--- src/rtl/csr_counters.sv ---
// csr_counters: CSR external-bus responder holding mcycle/minstret, their user shadows and mcountinhibit.
// Define CSR_COUNTERS_TIMER_EN to add mtimecmp (0x7C0/0x7C1) and the machine timer interrupt.
module csr_counters #(
   parameter int         CNT_W      = 64,
   parameter logic [2:0] INHIBIT_RV = 3'b000
) (
   input  logic        i_clk,
   input  logic        i_rst_n,
   input  logic [11:0] i_addr,
   input  logic [31:0] i_wr_data,
   input  logic        i_wr,
   input  logic        i_rd,
   input  logic        i_retire,
   output logic [31:0] o_rd_data,
   output logic        o_hit,
   output logic        o_timer_irq
);
   localparam int HALF_W = CNT_W / 2;
   localparam int N_CNT  = 2;

   logic                        cy_inh_reg;
   logic                        ir_inh_reg;
   logic [N_CNT-1:0]            inc_en;
   logic [N_CNT-1:0][CNT_W-1:0] cnt_all;
   logic                        unused_rd;

   // Reads are purely address-decoded, so the read strobe carries no information here.
   assign unused_rd = i_rd;

   assign inc_en = {i_retire & ~ir_inh_reg, ~cy_inh_reg};

   // Counter 0 is mcycle (0xB00/0xB80), counter 1 is minstret (0xB02/0xB82).
   genvar gi;
   generate
      for (gi = 0; gi < N_CNT; gi++) begin : g_cnt
         localparam logic [11:0] ADDR_LO = 12'hB00 + 12'(2 * gi);
         localparam logic [11:0] ADDR_HI = ADDR_LO + 12'h080;

         logic [CNT_W-1:0] cnt_reg;
         logic [CNT_W-1:0] cnt_next;
         logic             wr_lo;
         logic             wr_hi;

         assign wr_lo = i_wr && (i_addr == ADDR_LO);
         assign wr_hi = i_wr && (i_addr == ADDR_HI);

         // A half write replaces the whole increment for that cycle.
         always_comb begin
            cnt_next = cnt_reg + CNT_W'(inc_en[gi]);
            if (wr_lo)
               cnt_next = {cnt_reg[CNT_W-1:HALF_W], i_wr_data};
            else if (wr_hi)
               cnt_next = {i_wr_data, cnt_reg[HALF_W-1:0]};
         end

         always_ff @(posedge i_clk or negedge i_rst_n) begin
            if (!i_rst_n)
               cnt_reg <= '0;
            else
               cnt_reg <= cnt_next;
         end

         assign cnt_all[gi] = cnt_reg;
      end
   endgenerate

   always_ff @(posedge i_clk or negedge i_rst_n) begin
      if (!i_rst_n) begin
         cy_inh_reg <= INHIBIT_RV[0];
         ir_inh_reg <= INHIBIT_RV[2];
      end else if (i_wr && (i_addr == 12'h320)) begin
         cy_inh_reg <= i_wr_data[0];
         ir_inh_reg <= i_wr_data[2];
      end
   end

`ifdef CSR_COUNTERS_TIMER_EN
   logic [CNT_W-1:0] mtimecmp_reg;
   logic             timer_irq_reg;

   // Compare uses pre-update values, giving one cycle of latency on the interrupt.
   always_ff @(posedge i_clk or negedge i_rst_n) begin
      if (!i_rst_n) begin
         mtimecmp_reg  <= '1;
         timer_irq_reg <= 1'b0;
      end else begin
         timer_irq_reg <= (cnt_all[0] >= mtimecmp_reg);
         if (i_wr && (i_addr == 12'h7C0))
            mtimecmp_reg[HALF_W-1:0] <= i_wr_data;
         else if (i_wr && (i_addr == 12'h7C1))
            mtimecmp_reg[CNT_W-1:HALF_W] <= i_wr_data;
      end
   end

   assign o_timer_irq = timer_irq_reg;
`else
   assign o_timer_irq = 1'b0;
`endif

   always_comb begin
      o_rd_data = '0;
      o_hit     = 1'b1;
      case (i_addr)
         12'hB00, 12'hC00: o_rd_data = cnt_all[0][HALF_W-1:0];
         12'hB80, 12'hC80: o_rd_data = cnt_all[0][CNT_W-1:HALF_W];
         12'hB02, 12'hC02: o_rd_data = cnt_all[1][HALF_W-1:0];
         12'hB82, 12'hC82: o_rd_data = cnt_all[1][CNT_W-1:HALF_W];
         12'h320:          o_rd_data = {29'b0, ir_inh_reg, 1'b0, cy_inh_reg};
`ifdef CSR_COUNTERS_TIMER_EN
         12'h7C0:          o_rd_data = mtimecmp_reg[HALF_W-1:0];
         12'h7C1:          o_rd_data = mtimecmp_reg[CNT_W-1:HALF_W];
`endif
         default:          o_hit     = 1'b0;
      endcase
   end

endmodule
--- config.mk ---
export PLATFORM = sky130hd
export DESIGN_NAME = csr_counters
export DESIGN_NICKNAME = d
export VERILOG_FILES = /design/src/rtl/csr_counters.sv
export SDC_FILE = /design/constraint.sdc
export NUM_CORES = 1
export LEC_CHECK = 0
export ABC_AREA = 0
export BUFFER_PORTS_ARGS = -buffer_cell sky130_fd_sc_hd__buf_2
export CORE_ASPECT_RATIO = 0.75
export CORE_UTILIZATION = 25
export CTS_CLUSTER_DIAMETER = 60
export DETAILED_ROUTE_END_ITERATION = 8
export GPL_ROUTABILITY_DRIVEN = 0
export PLACE_DENSITY = 0.41
export SYNTH_ARGS = -nofsm -noshare
export SYNTH_HDL_FRONTEND = slang
export SYNTH_SLANG_ARGS = --single-unit
export TNS_END_PERCENT = 1
--- constraint.sdc ---
create_clock -name i_clk -period 4.95 [get_ports i_clk]
set_clock_uncertainty 0.05 [all_clocks]
set_input_delay 0.495 -clock i_clk [delete_from_list [all_inputs] [get_ports i_clk]]
set_output_delay 0.495 -clock i_clk [all_outputs]
set_load 0.005 [all_outputs]
==> run summary, run 1 <==
clk root buf -> clkbuf_16
Critical Path End Type -> output pin
Hold Path Class -> input pin to async pin
CTS Buf Count -> 17
FMAX -> 0.266 GHz
top_reg_cell synth -> dfrtp_1
Global Route met1 Usage -> 0.367
Layout area overhead -> 15.7%
worst setup path endpoint -> o_rd_data[25]
worst-path maximum fanout -> 18
Post-Syn Area -> 0.00899 mm^2
Starting Density -> 0.256
DRC Markers -> 0
worst slack, placed -> 1.24 ns
Hold WS -> 0.0248 ns
post_cts resized -> 0
Synth cell types -> 71
final net count -> 1,228
crit path kind -> input pin to output pin
Mapped Cells -> 1,134
CTS Hold Buffers Added -> 0
hpwl dp -> 32.4 mm
Slew Limit Fails -> 0
worst path required time -> 4.41 ns
WL per Instance -> 27.3 um
DRT iter0 DRCs -> 1,352
Slew HR -> 0.305
Die X -> 221 um
vias in the first global route -> 9,218
I/O Pins -> 83
CP arrival -> 3.22 ns
final setup violating endpoints -> 0
unrepaired setup endpoints after global routing -> no
setup_tns -> 0 ns
Antenna Nets Post-Route -> 0
worst setup margin -> 1.19 ns
Yosys warnings -> 0
Die Area -> 0.0367 mm^2
RR Startpoint -> ir_inh_reg$_DFFE_PN0P_
gr busiest metal -> met1
total core area -> 0.0351 mm^2
Mean Syn Cell Area -> 7.93 um^2
CTS tree -> done
first-pass GRT wire length -> 65.5 mm
most used cell, CP -> buf_2
critical path startpoint -> i_addr[4]
Post-synth EDFFs -> 0
total number of vias -> 10,100
Synth top area share -> 0.362
fin crit period -> 3.76 ns
CP top delay family -> simple AND/OR/NAND/NOR gates
Reg2Reg Depth -> 9
Worst-Skew Late Latency -> 0.45 ns
Clk pin slew, worst setup/hold paths -> 0.06 ns
postcts setup bufs -> 0
initial antenna violation count -> 0
antenna diode count -> 0
period utilization -> 0.760
critical-path cell list -> buf_2 > nor4_2 > nand3_1 > nor3_2 > buf_4 > a222oi_1 > nand2_1 > buf_2
PwrDens -> 281 mW/mm^2
most frequent cells in the layout -> nand2_1, dfrtp_1, nor2_1, buf_2, a21oi_1
slowest CP cell -> nor3_2
Yosys top cell by area -> dfrtp_1
critical path depth -> 8
Fin. Hold Viols -> 0
peak supply drop -> 0.145 mV
Synth async-reset ratio -> 1.00
Worst Path Buf+Inv -> 3
max FFs per register -> 128
Die H -> 166 um
clk buf depth -> 2
clk sinks -> 130
LEAKAGE -> 4.17 nW
TritonRoute pass-1 iters -> 9
layout cell share with drive strength beyond 1 -> 0.140
slowest stage delay, CP -> 0.86 ns
Vias/cell -> 6.13
Placed Cells -> 1,613
top area cells in the synthesized netlist -> dfrtp_1, nand2_1, a21oi_1
Final Non-Filler Cells -> 1,644
most common cell after layout, fill and taps aside -> nand2_1
register-to-register setup slack -> 1.64 ns
net count after synthesis -> 1,187
Max Cap Viol -> 0
Port Buffers -> 80
met2 usage -> 0.337
status -> finished clean
Total Routing Usage GR -> 0.243
H-tree levels -> 4
total grt overflow -> 0
final wirelength -> 44.8 mm
Reg-to-Reg End -> g_cnt[1].cnt_reg[32]$_DFFE_PN0N_
# rows -> 59
Seq/Total Area, Yosys -> 0.362
crit path launch type -> input pin
Worst Max-Slew Pin Slew -> 1.04 ns
#FFs+latches synth -> 130
grt met3 use -> 0.0580
largest net degree at the start of global routing -> 81
[worst min-delay path by stage]
stage | from | end
floorplan | i_rst_n | cy_inh_reg$_DFFE_PN0P_
global placement | g_cnt[1].cnt_reg[59]$_DFFE_PN0N_ | g_cnt[1].cnt_reg[59]$_DFFE_PN0N_
detailed placement | g_cnt[1].cnt_reg[59]$_DFFE_PN0N_ | g_cnt[1].cnt_reg[59]$_DFFE_PN0N_
CTS | i_rst_n | g_cnt[1].cnt_reg[63]$_DFFE_PN0N_
global route | i_rst_n | g_cnt[1].cnt_reg[35]$_DFFE_PN0N_
finish | i_rst_n | g_cnt[1].cnt_reg[38]$_DFFE_PN0N_
[cells by family (layout without fill, tap and decap cells)]
logic type | count (synthesis) | in the layout | synth area share
and+or+nand+nor | 559 | 559 | 0.313
AOI/OAI and AO/OA | 323 | 323 | 0.256
DFF | 130 | 130 | 0.362
buffers and inverters | 98 | 151 | 0.0435
muxes | 10 | 10 | 0.0115
xor gates and xnor gates | 9 | 9 | 0.00877
adders and majority gates | 4 | 4 | 0.00557
other | 1 | 1 | 0.000417
[synthesized netlist by cell type, types with 10 or more instances]
cell type	number
a211oi_1	14
a21oi_1	75
a221o_1	14
a222oi_1	32
and2_1	11
and3_1	26
and4_1	18
clkbuf_1	68
dfrtp_1	130
inv_1	18
nand2_1	176
nand3_1	56
nand4_1	53
nor2_1	97
nor3_1	51
nor4_1	20
o211ai_1	17
o21ai_0	62
o221a_2	12
o32ai_1	15
or3_1	10
[worst register-to-register path, cell delays in order (launching register included)]
cell,delay [ns]
dfrtp_1,0.39
nor2b_1,0.14
ha_1,0.24
ha_1,0.23
nand3_1,0.27
or3_1,0.54
nor2_1,0.54
nand2_1,0.36
or3_1,0.39
nand3_1,0.09
[metal layers]
metal / vias to the layer above / part of all wire
met5: - / 0
met4: 0 / 0.019
met3: 50 / 0.084
met2: 515 / 0.40
met1: 5048 / 0.50
li1: 4471 / -
[final cells by class]
class	count	area, um^2
clock inverters	4	47.5
flip-flops and latches	130	3250
multi-input cells	906	5380
repair buffers	102	572
inverters	18	67.6
clock buffers	27	513
well taps	457	572
fillers	3756	24700
[through the flow]
step / total power [mW] / area (um^2) / utilization
global route: 3.04 / 10400 / 0.297
finish: 2.93 / 10400 / 0.297
detailed placement: 1.67 / 9850 / 0.281
CTS: 2.94 / 10400 / 0.297
global placement: 1.66 / 9850 / 0.281
floorplan: 1.47 / 8990 / -
[power breakdown]
group | switching [mW] | total [mW] | internal (mW) | leakage, nW
Sequential | 0.147 | 1.29 | 1.14 | 1.58
Clock | 0.521 | 1.27 | 0.754 | 0.273
Combinational | 0.227 | 0.362 | 0.135 | 2.31
Total | 0.896 | 2.93 | 2.03 | 4.17
No activity file was read; power rests on OpenSTA's default activity.
==> run 2, diff against run 1 <==
Clock period 4.95 ns to 3.7 ns, I/O delays scaled along.
==> run 2 against run 1 <==
  * Final cell count rose by 0.97%
  * Worst hold slack improved by 0.17 ns
  * The run now ends with DRC left
  * Clock-buffer cell count stayed put
  * Clock power rose by 36%
  * Sequential cell count did not move
==> run summary, run 2 (synthesis gave the netlist of run 1 again) <==
register-to-register setup slack -> 0.50 ns (-1.14 ns)
initial antenna violation count -> 0 (unchanged)
critical path startpoint -> ir_inh_reg$_DFFE_PN0P_
status -> complete, but fails checks
first-pass GRT wire length -> 64.7 mm (-1.3%)
Starting Density -> 0.256 (unchanged)
fin crit period -> 3.20 ns
CTS Buf Count -> 17 (unchanged)
worst slack, placed -> 0.603 ns (-0.635 ns)
worst setup margin -> 0.503 ns (-0.683 ns)
Power Total -> 3.94 mW (+35%)
LEAKAGE -> 4.27 nW (+2.4%)
Vias/cell -> 6.10 (-0.57%)
DRT iter0 DRCs -> 1,471 (+8.8%)
Hold Path Class -> input pin to flop
H-tree levels -> 4 (unchanged)
Worst-Skew Late Latency -> 0.44 ns (about the same)
Seq pwr share -> 0.437 (-0.004)
Final Util -> 0.301 (+0.00435)
period utilization -> 0.864
max FFs per register -> 128 (unchanged)
total core area -> 0.0351 mm^2 (unchanged)
Slew HR -> 0.392 (+0.0867)
final setup violating endpoints -> 0 (unchanged)
clk sinks -> 130 (unchanged)
final net count -> 1,244 (+1.3%)
Clk network pwr share -> 0.440 (+0.004)
Design Area, Final -> 0.0106 mm^2 (+1.5%)
# rows -> 59 (unchanged)
final wirelength -> 44.7 mm (-0.35%)
setup_tns -> 0 ns (unchanged)
WL per Instance -> 26.9 um (-1.3%)
FMAX -> 0.313 GHz
most common cell after layout, fill and taps aside -> nand2_1
Max Cap Viol -> 0 (unchanged)
PwrDens -> 373 mW/mm^2 (+33%)
vias in the first global route -> 9,201 (-0.18%)
sw power -> 1.19 mW (+32%)
Die H -> 166 um (unchanged)
internal power -> 2.76 mW (+36%)
Reg-to-Reg End -> g_cnt[1].cnt_reg[63]$_DFFE_PN0N_
TritonRoute pass-1 iters -> 9 (unchanged)
Clk pin slew, worst setup/hold paths -> 0.06 ns (about the same)
peak supply drop -> 0.223 mV (+54%)
crit path kind -> flop to flop
Antenna Nets Post-Route -> 0 (unchanged)
CTS tree -> done
Switching Share -> 0.301 (-0.00545)
layout cell share with drive strength beyond 1 -> 0.152 (+0.0123)
filler instances -> 3,795 (+1.0%)
hpwl dp -> 32.9 mm (+1.3%)
post_cts resized -> 0 (unchanged)
worst setup path endpoint -> g_cnt[1].cnt_reg[63]$_DFFE_PN0N_
I/O Pins -> 83 (unchanged)
clk root buf -> clkbuf_16
worst-path maximum fanout -> 11 (-7)
DRC Markers -> 12 (+12)
clk buf depth -> 2 (unchanged)
combinational power share -> 0.123 (about the same)
violated checks -> DRC
postcts setup bufs -> 0 (unchanged)
Die X -> 221 um (unchanged)
Fin. Hold Viols -> 0 (unchanged)
antenna diode count -> 0 (unchanged)
Worst Max-Slew Pin Slew -> 0.912 ns (-0.124 ns)
Layout area overhead -> 17.4%
Port Buffers -> 80 (unchanged)
Critical Path End Type -> flop
unrepaired setup endpoints after global routing -> no
largest net degree at the start of global routing -> 75 (-7.4%)
worst path required time -> 3.96 ns (-0.45 ns)
Total Routing Usage GR -> 0.240 (-0.00252)
Die Area -> 0.0367 mm^2 (unchanged)
Reg2Reg Depth -> 10 (+1)
DP Area -> 0.00997 mm^2 (+1.3%)
Slew Limit Fails -> 0 (unchanged)
total number of vias -> 10,100 (+0.40%)
CP arrival -> 3.46 ns (+0.24 ns)
most frequent cells in the layout -> nand2_1, dfrtp_1, nor2_1, buf_2, a21oi_1
RR Startpoint -> ir_inh_reg$_DFFE_PN0P_
total grt overflow -> 0 (unchanged)
crit path launch type -> flop
[run 2: cell type report]
class                      count  area [um^2]  area share
multi-input combinational    906         5380       0.510
sequential                   130         3250       0.308
timing repair buffer         118          707      0.0669
tap                          457          572      0.0541
clock buffer                  27          533      0.0505
inverter                      18         67.6     0.00640
clock inverter                 4         45.0     0.00427
[run 2: worst min path at each step]
stage	endpoint	slack (ns)	startpoint	cells past startpoint
after floorplan	cy_inh_reg$_DFFE_PN0P_	0.02	i_rst_n	0
after global placement	g_cnt[1].cnt_reg[63]$_DFFE_PN0N_	0.43	i_rst_n	1
after detailed placement	g_cnt[1].cnt_reg[63]$_DFFE_PN0N_	0.42	i_rst_n	1
after CTS	g_cnt[1].cnt_reg[25]$_DFFE_PN0P_	0.18	i_wr_data[25]	2
after global routing	g_cnt[1].cnt_reg[25]$_DFFE_PN0P_	0.20	i_wr_data[25]	2
final	g_cnt[1].cnt_reg[27]$_DFFE_PN0P_	0.20	i_wr_data[27]	2
[run 2: worst max-delay path, stage by stage, from the launching register on]
cell	delay, ns
dfrtp_1	0.39
nor2b_1	0.15
ha_1	0.23
nand4_1	0.26
nor3_1	0.23
buf_4	0.23
nand3_1	0.28
nor4_1	0.77
buf_4	0.23
a31oi_1	0.07
a21boi_0	0.16
[run 2: power by group through the flow]
stage          Combinational [mW]  Sequential [mW]  Clock (mW)
2_1_floorplan               0.311             1.65           0
3_3_place_gp                0.481             1.75           0
3_5_place_dp                0.485             1.75           0
4_1_cts                     0.486             1.72        1.76
5_1_grt                     0.541             1.74        1.82
6_report                    0.486             1.72        1.73
[run 2: through the flow]
stage,std cells,hold WS [ns]
6_report,1660,0.199
5_1_grt,1660,0.199
4_1_cts,1660,0.184
3_5_place_dp,1628,0.423
3_3_place_gp,1628,0.431
2_1_floorplan,1134,0.0244
[run 2: timing repair]
item,CTS,global route
setup endpoints to repair,0,0
hold buffers,1,0
hold endpoints to repair,30,0
[run 2: per-layer routing]
metal	vias up	part of all wire	global-route usage	wire, um
met3	74	0.091	0.0497	4060
li1	4493	-	-	-
met1	5014	0.49	0.374	21900
met5	-	0	0	0
met2	543	0.39	0.317	17300
met4	0	0.031	0.0833	1390
